==> src/rtl/riscv_pkg.sv <==
// Shared definitions for the RISC-V core front end: word width, reset PC,
// next-PC selector encodings and the fetch FSM state type.
package riscv_pkg;

    localparam int          RV_XLEN     = 32;
    localparam logic [31:0] RV_RESET_PC = 32'h0000_0000;

    // Encoding of the control decoder's next_pc_selector field
    localparam logic [1:0] NEXT_PC_SEQ      = 2'b00;
    localparam logic [1:0] NEXT_PC_BRANCH   = 2'b01;
    localparam logic [1:0] NEXT_PC_JUMP     = 2'b10;
    localparam logic [1:0] NEXT_PC_RESERVED = 2'b11;

    // Single-outstanding fetch sequence; FAULT is terminal until reset
    typedef enum logic [2:0] {
        IDLE  = 3'd0,
        REQ   = 3'd1,
        WAIT  = 3'd2,
        HOLD  = 3'd3,
        FAULT = 3'd4
    } fetch_state_t;

endpackage

==> src/rtl/instruction_fetch_next_pc.sv <==
// next_pc_logic: combinational next-PC selection for the fetch stage.
// Sequential and reserved selectors advance by one word (modulo 2^XLEN),
// a branch redirects only when taken, a jump clears target bit 0.
// Any result that is not word aligned is flagged as misaligned.
module next_pc_logic
    import riscv_pkg::*;
#(
    parameter int XLEN = RV_XLEN
) (
    input  logic [XLEN-1:0] pc,
    input  logic [1:0]      next_pc_selector,
    input  logic            branch_taken,
    input  logic [XLEN-1:0] target_address,
    output logic [XLEN-1:0] next_pc,
    output logic            misaligned
);

    logic [XLEN-1:0] seq_pc;

    assign seq_pc = pc + XLEN'(4);

    // Choose the successor address from the selector encoding
    always_comb begin
        next_pc = seq_pc;
        case (next_pc_selector)
            NEXT_PC_BRANCH: next_pc = branch_taken ? target_address : seq_pc;
            NEXT_PC_JUMP:   next_pc = {target_address[XLEN-1:1], 1'b0};
            default:        next_pc = seq_pc;
        endcase
    end

    assign misaligned = |next_pc[1:0];

endmodule

==> src/rtl/instruction_fetch.sv <==
// instruction_fetch: PC register plus a single-outstanding instruction
// memory request sequencer. The fetched word is buffered and offered to
// decode; when it retires, the next PC is computed by next_pc_logic.
// A misaligned next PC parks the stage in a sticky FAULT state.
// Optional macro FETCH_PERF_COUNTER_EN adds a 64-bit retired-instruction
// counter output (instret_count).
module instruction_fetch
    import riscv_pkg::*;
#(
    parameter int              XLEN     = RV_XLEN,
    parameter logic [XLEN-1:0] RESET_PC = RV_RESET_PC
) (
    input  logic            clk,
    input  logic            rst_n,
    output logic            imem_req_valid,
    input  logic            imem_req_ready,
    output logic [XLEN-1:0] imem_req_addr,
    input  logic            imem_resp_valid,
    input  logic [XLEN-1:0] imem_resp_data,
    output logic            inst_valid,
    input  logic            inst_ready,
    output logic [XLEN-1:0] inst,
    output logic [XLEN-1:0] pc,
    input  logic [1:0]      next_pc_selector,
    input  logic            branch_taken,
    input  logic [XLEN-1:0] target_address,
    output logic            fetch_fault
`ifdef FETCH_PERF_COUNTER_EN
    ,
    output logic [63:0]     instret_count
`endif
);

    fetch_state_t    state_reg;
    fetch_state_t    state_next;
    logic [XLEN-1:0] pc_reg;
    logic [XLEN-1:0] inst_reg;
    logic            fault_reg;
    logic [XLEN-1:0] next_pc;
    logic            next_pc_misaligned;
    logic            retire;

    next_pc_logic #(
        .XLEN(XLEN)
    ) u_next_pc_logic (
        .pc               (pc_reg),
        .next_pc_selector (next_pc_selector),
        .branch_taken     (branch_taken),
        .target_address   (target_address),
        .next_pc          (next_pc),
        .misaligned       (next_pc_misaligned)
    );

    // The buffered instruction retires on the decode handshake
    assign retire = (state_reg == HOLD) && inst_ready;

    // FSM state register
    always_ff @(posedge clk or negedge rst_n) begin
        if (!rst_n) begin
            state_reg <= IDLE;
        end else begin
            state_reg <= state_next;
        end
    end

    // FSM next-state logic; responses outside WAIT are ignored
    always_comb begin
        state_next = state_reg;
        case (state_reg)
            IDLE:    state_next = REQ;
            REQ:     if (imem_req_ready)  state_next = WAIT;
            WAIT:    if (imem_resp_valid) state_next = HOLD;
            HOLD:    if (inst_ready)      state_next = next_pc_misaligned ? FAULT : REQ;
            FAULT:   state_next = FAULT;
            default: state_next = IDLE;
        endcase
    end

    // FSM outputs: request in REQ, instruction offered in HOLD
    always_comb begin
        imem_req_valid = 1'b0;
        inst_valid     = 1'b0;
        case (state_reg)
            REQ:     imem_req_valid = 1'b1;
            HOLD:    inst_valid     = 1'b1;
            default: ;
        endcase
    end

    // Datapath: capture the response, advance or freeze the PC, latch faults
    always_ff @(posedge clk or negedge rst_n) begin
        if (!rst_n) begin
            pc_reg    <= RESET_PC;
            inst_reg  <= '0;
            fault_reg <= 1'b0;
        end else begin
            if ((state_reg == WAIT) && imem_resp_valid) begin
                inst_reg <= imem_resp_data;
            end
            if (retire) begin
                if (next_pc_misaligned) begin
                    fault_reg <= 1'b1;
                end else begin
                    pc_reg <= next_pc;
                end
            end
        end
    end

    assign imem_req_addr = pc_reg;
    assign pc            = pc_reg;
    assign inst          = inst_reg;
    assign fetch_fault   = fault_reg;

`ifdef FETCH_PERF_COUNTER_EN
    logic [63:0] instret_reg;

    // Count non-faulting retirements; wraps naturally at 2^64
    always_ff @(posedge clk or negedge rst_n) begin
        if (!rst_n) begin
            instret_reg <= '0;
        end else if (retire && !next_pc_misaligned) begin
            instret_reg <= instret_reg + 64'd1;
        end
    end

    assign instret_count = instret_reg;
`endif

endmodule

==> config.mk <==
export PLATFORM = sky130hd
export DESIGN_NAME = instruction_fetch
export DESIGN_NICKNAME = d
export VERILOG_FILES = /design/src/rtl/riscv_pkg.sv /design/src/rtl/instruction_fetch_next_pc.sv /design/src/rtl/instruction_fetch.sv
export SDC_FILE = /design/constraint.sdc
export NUM_CORES = 1
export LEC_CHECK = 0
export CAP_MARGIN = 40
export CORE_ASPECT_RATIO = 2
export CORE_MARGIN = 2
export CORE_UTILIZATION = 25
export DETAILED_ROUTE_END_ITERATION = 12
export HOLD_SLACK_MARGIN = 0.15
export PLACE_DENSITY = 0.53
export SLEW_MARGIN = 15
export SYNTH_ARGS = -nofsm -noshare
export SYNTH_HDL_FRONTEND = slang
export SYNTH_HIERARCHICAL = 1
export SYNTH_SLANG_ARGS = --single-unit
==> constraint.sdc <==
create_clock -name clk -period 2.7 [get_ports clk]
set_clock_uncertainty 0.05 [all_clocks]
set_input_delay 0.27 -clock clk [delete_from_list [all_inputs] [get_ports clk]]
set_output_delay 0.27 -clock clk [all_outputs]
set_load 0.1 [all_outputs]
======== Word level (Yosys, flattened, before mapping) ========
Index checks and enable logic that the tools add are counted.
storage, ports and cells
  register bits ........................... 68
  bits of input ports ..................... 72
  output and inout port bits .............. 99
  word-level logic and storage cells ...... 31
cells by class
  add/sub/neg operators ................... 1
  eq/ne operators ......................... 9
  muxes and demuxes ....................... 9
  bitwise logic cells ..................... 1
  reduce and logical (&&, ||, !) cells .... 7
operators by type and width
  kind                                                 number
  case mux 32 bit (2 select lines)                     1
  adder 32 x 3 -> 32 bit, second input constant        1
  2-to-1 mux 32 bit                                    1
  case mux 3 bit (5 select lines)                      1
  2-to-1 mux 3 bit                                     4
  equality test 3 x 2 -> 1 bit, second input constant  2
  != test 2 bit, second input constant                 3
  AND reduction 2 bit                                  2
  equality test 3 x 1 -> 1 bit, second input constant  1
  equality test 3 bit, second input constant           1
  zero test 3 bit                                      1
  AND reduction 3 bit                                  1
  equality test 2 x 1 -> 1 bit, second input constant  1
  equality test 2 bit, second input constant           1
  logical AND 1 bit                                    2
  2-to-1 mux 1 bit                                     2
  OR reduction 2 bit                                   1
  inverter 1 bit                                       1

======== Logic depth before layout (Yosys ltp) ========
Gate-level depths: netlist of run 1.
  word-level depth ........................ 7
  gate-level depth with buffers ........... 9

======== Hierarchy ========
Netlist of run 1, hierarchy kept.
modules (own cells, without submodules)
  module             times used  cells an instance  area each (µm²)
  instruction_fetch  1           190                2837.7
  next_pc_logic      1           189                1136.1

======== Least setup slack after synthesis of run 1 ========
OpenSTA, ideal clock, no wires.
  path type ............................... flip-flop to flip-flop
  start point ............................. register pc_reg[2], in the netlist imem_req_addr[2]
  end point ............................... register pc_reg[20], in the netlist imem_req_addr[20]
  arrival ................................. 2.759 ns
  setup slack ............................. -0.235 ns
  cell stages (with the launch flop) ...... 8
  clock period less this slack ............ 2.935 ns
  cells stage by stage .................... dfrtp_1 -> ha_1 -> and4_1 -> buf_2 -> nand3_1 -> o311a_1 -> a221o_1 -> mux2_2
on the way
  word-level cells in the longest chain between the ends .. 3
ends and longest elaborated chain
  what                                line                             text
  start: declaration                  instruction_fetch.sv:36          logic [XLEN-1:0] pc_reg;
  start signal: assignment            instruction_fetch.sv:104         pc_reg <= next_pc;
  adder 32 x 3 -> 32 bit *            instruction_fetch_next_pc.sv:20  assign seq_pc = pc + XLEN'(4);
  2-to-1 mux 32 bit                   instruction_fetch_next_pc.sv:26  NEXT_PC_BRANCH: next_pc = branch_taken ? target_address : seq_pc;
  case mux 32 bit (2 select lines) *  instruction_fetch_next_pc.sv:25  case (next_pc_selector)
  via next_pc[20]                     instruction_fetch.sv:39          logic [XLEN-1:0] next_pc;
Mark *: on every way through the listed nets, which the timed path passes. The rest lies on a longest branch.
A chain may end at the register's enable or synchronous reset.

======== Worst setup path after layout of run 1 ========
  start point ............................. input next_pc_selector[0]
  end point ............................... register pc_reg[0], in the netlist imem_req_addr[0]
on the way
  word-level cells in the longest chain between the ends .. 5
  elaborated cells between the ends (all ways) .. 6
  classes of those cells .................. 2 x eq/ne; 1 x mux; 1 x bitwise; 2 x reduce/logical
ends and longest elaborated chain
  what                                                                        line                             text
  start: declaration                                                          instruction_fetch.sv:24          input logic [1:0] next_pc_selector,
  equality test 2 bit / equality test 2 x 1 -> 1 bit (equally long branches)  instruction_fetch_next_pc.sv:25
  case mux 32 bit (2 select lines) *                                          instruction_fetch_next_pc.sv:25
  via next_pc[0]                                                              instruction_fetch.sv:39
  OR reduction 2 bit *                                                        instruction_fetch_next_pc.sv:32  assign misaligned = |next_pc[1:0];
  via next_pc_misaligned                                                      instruction_fetch.sv:40          logic next_pc_misaligned;
  inverter 1 bit (no line) *                                                  -
  AND reduction 2 bit (no line) *                                             -
Marks and branches as above.

==> results by group, run 1 <==
Global route
  – GRT Residual Overflow: 0
  – Largest net degree at the start of global routing: 43
  – Initial antenna violation count: 0
  – GRT Overall Usage: 14.8%
  – First-pass GRT wire length: 19700 um
  – Vias in the first global route: 3720

Min path
  – HP Class: in2async

STA
  – RSZ-0062 raised after global routing: false
  – Setup violations, final: 0
  – Fmax: 387 MHz
  – Headroom to the max-slew limit: 68.8%
  – Final worst-path cycle share: 95.8%
  – Final worst setup slack: 0.114 ns
  – Hold violation total from the final report: 0
  – Final min period: 2.59 ns
  – Final slew viol count: 0
  – Tightest Pin Transition: 0.467 ns

Critical path
  – Worst-path maximum fanout: 5
  – Critical path type: in2reg
  – CP startpoint kind: input port
  – Critical path capture point type: flop
  – Crit path DAT: 2.75 ns
  – Data required, critical path: 2.86 ns

Yosys
  – Post-Synthesis Cell Area: 3970 um2
  – Post-synth EDFFs: 0
  – Avg Cell Area, Syn: 10.5 um2
  – Yosys warning count: 6
  – Net Count, Synth: 454
  – Largest area contributor in the netlist: dfrtp_1
  – Primary FF master, synth: dfrtp_1
  – Synth area leaders: dfrtp_1, mux2_2, buf_4
  – Count of cell types in the netlist: 49
  – FFs w/ async S/R, synth: 100%
  – Mapped Cells: 379
  – Yosys reg bits: 68
  – Seq/Total Area, Yosys: 42.8%
  – Post-synth top area share: 42.8%

Clock network
  – CTS Buf Count: 9
  – CTS clk-pin slew, worst paths: 0.06 ns
  – CTS tree: built
  – Clock Path Buffers: 2
  – CTS root buf: clkbuf_16
  – H-tree depth: 3
  – Clk sink count: 68
  – Skew-Pair Late Insertion Delay: 0.33 ns

Drt
  – Final WL: 12600 um
  – Initial DRC Count: 102
  – Routed len/inst: 17.2 um
  – Pre-antenna DRT Iters: 4
  – Final ANT Viol Nets: 0
  – DRC: 0
  – Vias per cell: 4.80
  – Routed via count: 3528

Cells and area
  – Most common cell after layout, fill and taps aside: buf_4
  – Most frequent cells in the layout: buf_4, clkdlybuf4s50_1, mux2_2, dfrtp_1, nand2_1
  – Reg area: 1720 um2
  – Fraction of final layout cells sized beyond drive strength 1: 41.4%
  – Fill count: 1614
  – Area Overhead vs Synth: 47.7%
  – Nets: 605
  – Diode count: 0
  – Area occupied by multi-input gates: 1900 um2

Floorplanning
  – # rows: 65
  – Initial core utilization: 25.3%
  – Die height: 182 um
  – Die ar.: 17000 um2
  – Chip width: 93.2 um
  – I/O pin cnt: 171
  – Core box area: 15700 um2

Run
  – Max Cap Violations: 0

Placed design
  – Gp weighted congestion: 0.763
  – # port buffers: 170
  – Hpwl dp: 9550 um
  – Worst-case setup slack after placement: -0.234 ns

Run status
  – Outcome: complete, no violations
## cell usage after synthesis (all sizes together), types with 2 or more instances
| cell | count |
|---|---|
| a21boi | 2 |
| o211ai | 12 |
| nand3 | 19 |
| and4 | 4 |
| nor2b | 2 |
| nor3 | 7 |
| and3 | 4 |
| inv | 7 |
| nand2b | 2 |
| mux2 | 64 |
| and2 | 3 |
| nor2 | 16 |
| nand4 | 9 |
| nand2 | 36 |
| nor4 | 2 |
| or2 | 3 |
| xor2 | 6 |
| dfrtp | 68 |
| o21ai | 13 |
| buf | 42 |
| or4 | 11 |
| a221o | 4 |
| a2bb2oi | 2 |
| ha | 3 |
| clkbuf | 10 |
| a21oi | 5 |
| xnor2 | 4 |
| a22o | 4 |
| o311a | 3 |
## repair_timing
item	4_1_cts	5_1_grt
buffers inserted	0	1
endpoints found under the setup margin	0	21
hold endpoints to repair	26	0
hold buffers	1	0
gates resized for setup	0	2
## through the flow
step | hold WS (ns) | setup TNS (ns) | instance area [um2] | util [%] | instances
detailed placement | 0.177 | -6.83 | 5530 | 35.2 | 716
global placement | 0.416 | -5.81 | 5500 | 35.0 | 715
finish | 0.367 | 0 | 5870 | 37.4 | 735
global route | 0.387 | 0 | 5870 | 37.4 | 735
CTS | 0.376 | 0 | 5820 | 37.1 | 732
floorplan | -0.0756 | 0 | 3990 | - | 379
## final cells by class
type	instances	share of cell area, %
multi-input cells	252	32.3
clock buffers	13	4.61
flip-flops and latches	68	29.3
inverters	7	0.448
repair buffers	192	28.8
clock inverters	2	0.171
well taps	201	4.29
## critical path, stage by stage
cell and delay (ns):
clkdlybuf4s50_1 0.47, inv_1 0.05, ha_1 0.29, inv_1 0.07
a31o_2 0.24, a22o_1 0.19, or2_2 0.33, nor3_4 0.19
buf_6 0.17, clkbuf_16 0.15, mux2_2 0.33
## cells by family (layout without fill, tap and decap cells)
group                    count (synthesis)  after routing  share of synthesized area, %
AO/OA/AOI/OAI                           56             56                          10.4
adder cells (fa/ha/maj)                  3              3                         0.945
flip-flops                              68             68                          42.8
multiplexers                            64             64                          18.1
AND/OR/NAND/NOR                        119            119                          15.8
buffers and inverters                   59            214                          9.70
XOR/XNOR                                10             10                          2.20
## metal layers
layer,global-route usage [%],wire [um]
met1,14.8,4250
met2,28.9,7320
met3,3.26,738
met4,5.76,296
met5,0,0
## path summary, 6_finish.rpt
path,depth (start not counted),slack [ns],from,endpoint
setup / recovery,11,0.11,next_pc_selector[0],imem_req_addr[0]$_DFFE_PN0P_
hold / removal,2,0.37,rst_n,imem_req_addr[14]$_DFFE_PN0P_
setup reg to reg,6,0.25,imem_req_addr[7]$_DFFE_PN0P_,imem_req_addr[30]$_DFFE_PN0P_
hold reg to reg,1,0.44,fetch_fault$_DFFE_PN0P_,fetch_fault$_DFFE_PN0P_
max in group asynchronous,3,1.67,rst_n,imem_req_addr[29]$_DFFE_PN0P_
min in group clk,1,0.44,fetch_fault$_DFFE_PN0P_,fetch_fault$_DFFE_PN0P_
Power of run 1 is not shown: default switching activity piles up to over one toggle a cycle in this logic, so the estimate is an artifact.
==> run 2: changes to the inputs <==
--- a/config.mk
+++ b/config.mk
@@ -10,6 +10,7 @@
 export CORE_MARGIN = 2
 export CORE_UTILIZATION = 25
 export DETAILED_ROUTE_END_ITERATION = 12
+export GPL_ROUTABILITY_DRIVEN = 0
 export HOLD_SLACK_MARGIN = 0.15
 export PLACE_DENSITY = 0.53
 export SLEW_MARGIN = 15
==> results of run 2 <==
The final DEF is identical to that of run 1; final timing and power are the same.
Power of run 2 is left out for the same reason.
==> run 3: changes to the inputs <==
--- a/config.mk
+++ b/config.mk
@@ -9,6 +9,7 @@
 export CORE_ASPECT_RATIO = 2
 export CORE_MARGIN = 2
 export CORE_UTILIZATION = 25
+export CTS_CLUSTER_DIAMETER = 100
 export DETAILED_ROUTE_END_ITERATION = 12
 export GPL_ROUTABILITY_DRIVEN = 0
 export HOLD_SLACK_MARGIN = 0.15
==> results of run 3 <==
The final DEF is identical to that of run 1; final timing and power are the same.
Power of run 3 is left out for the same reason.
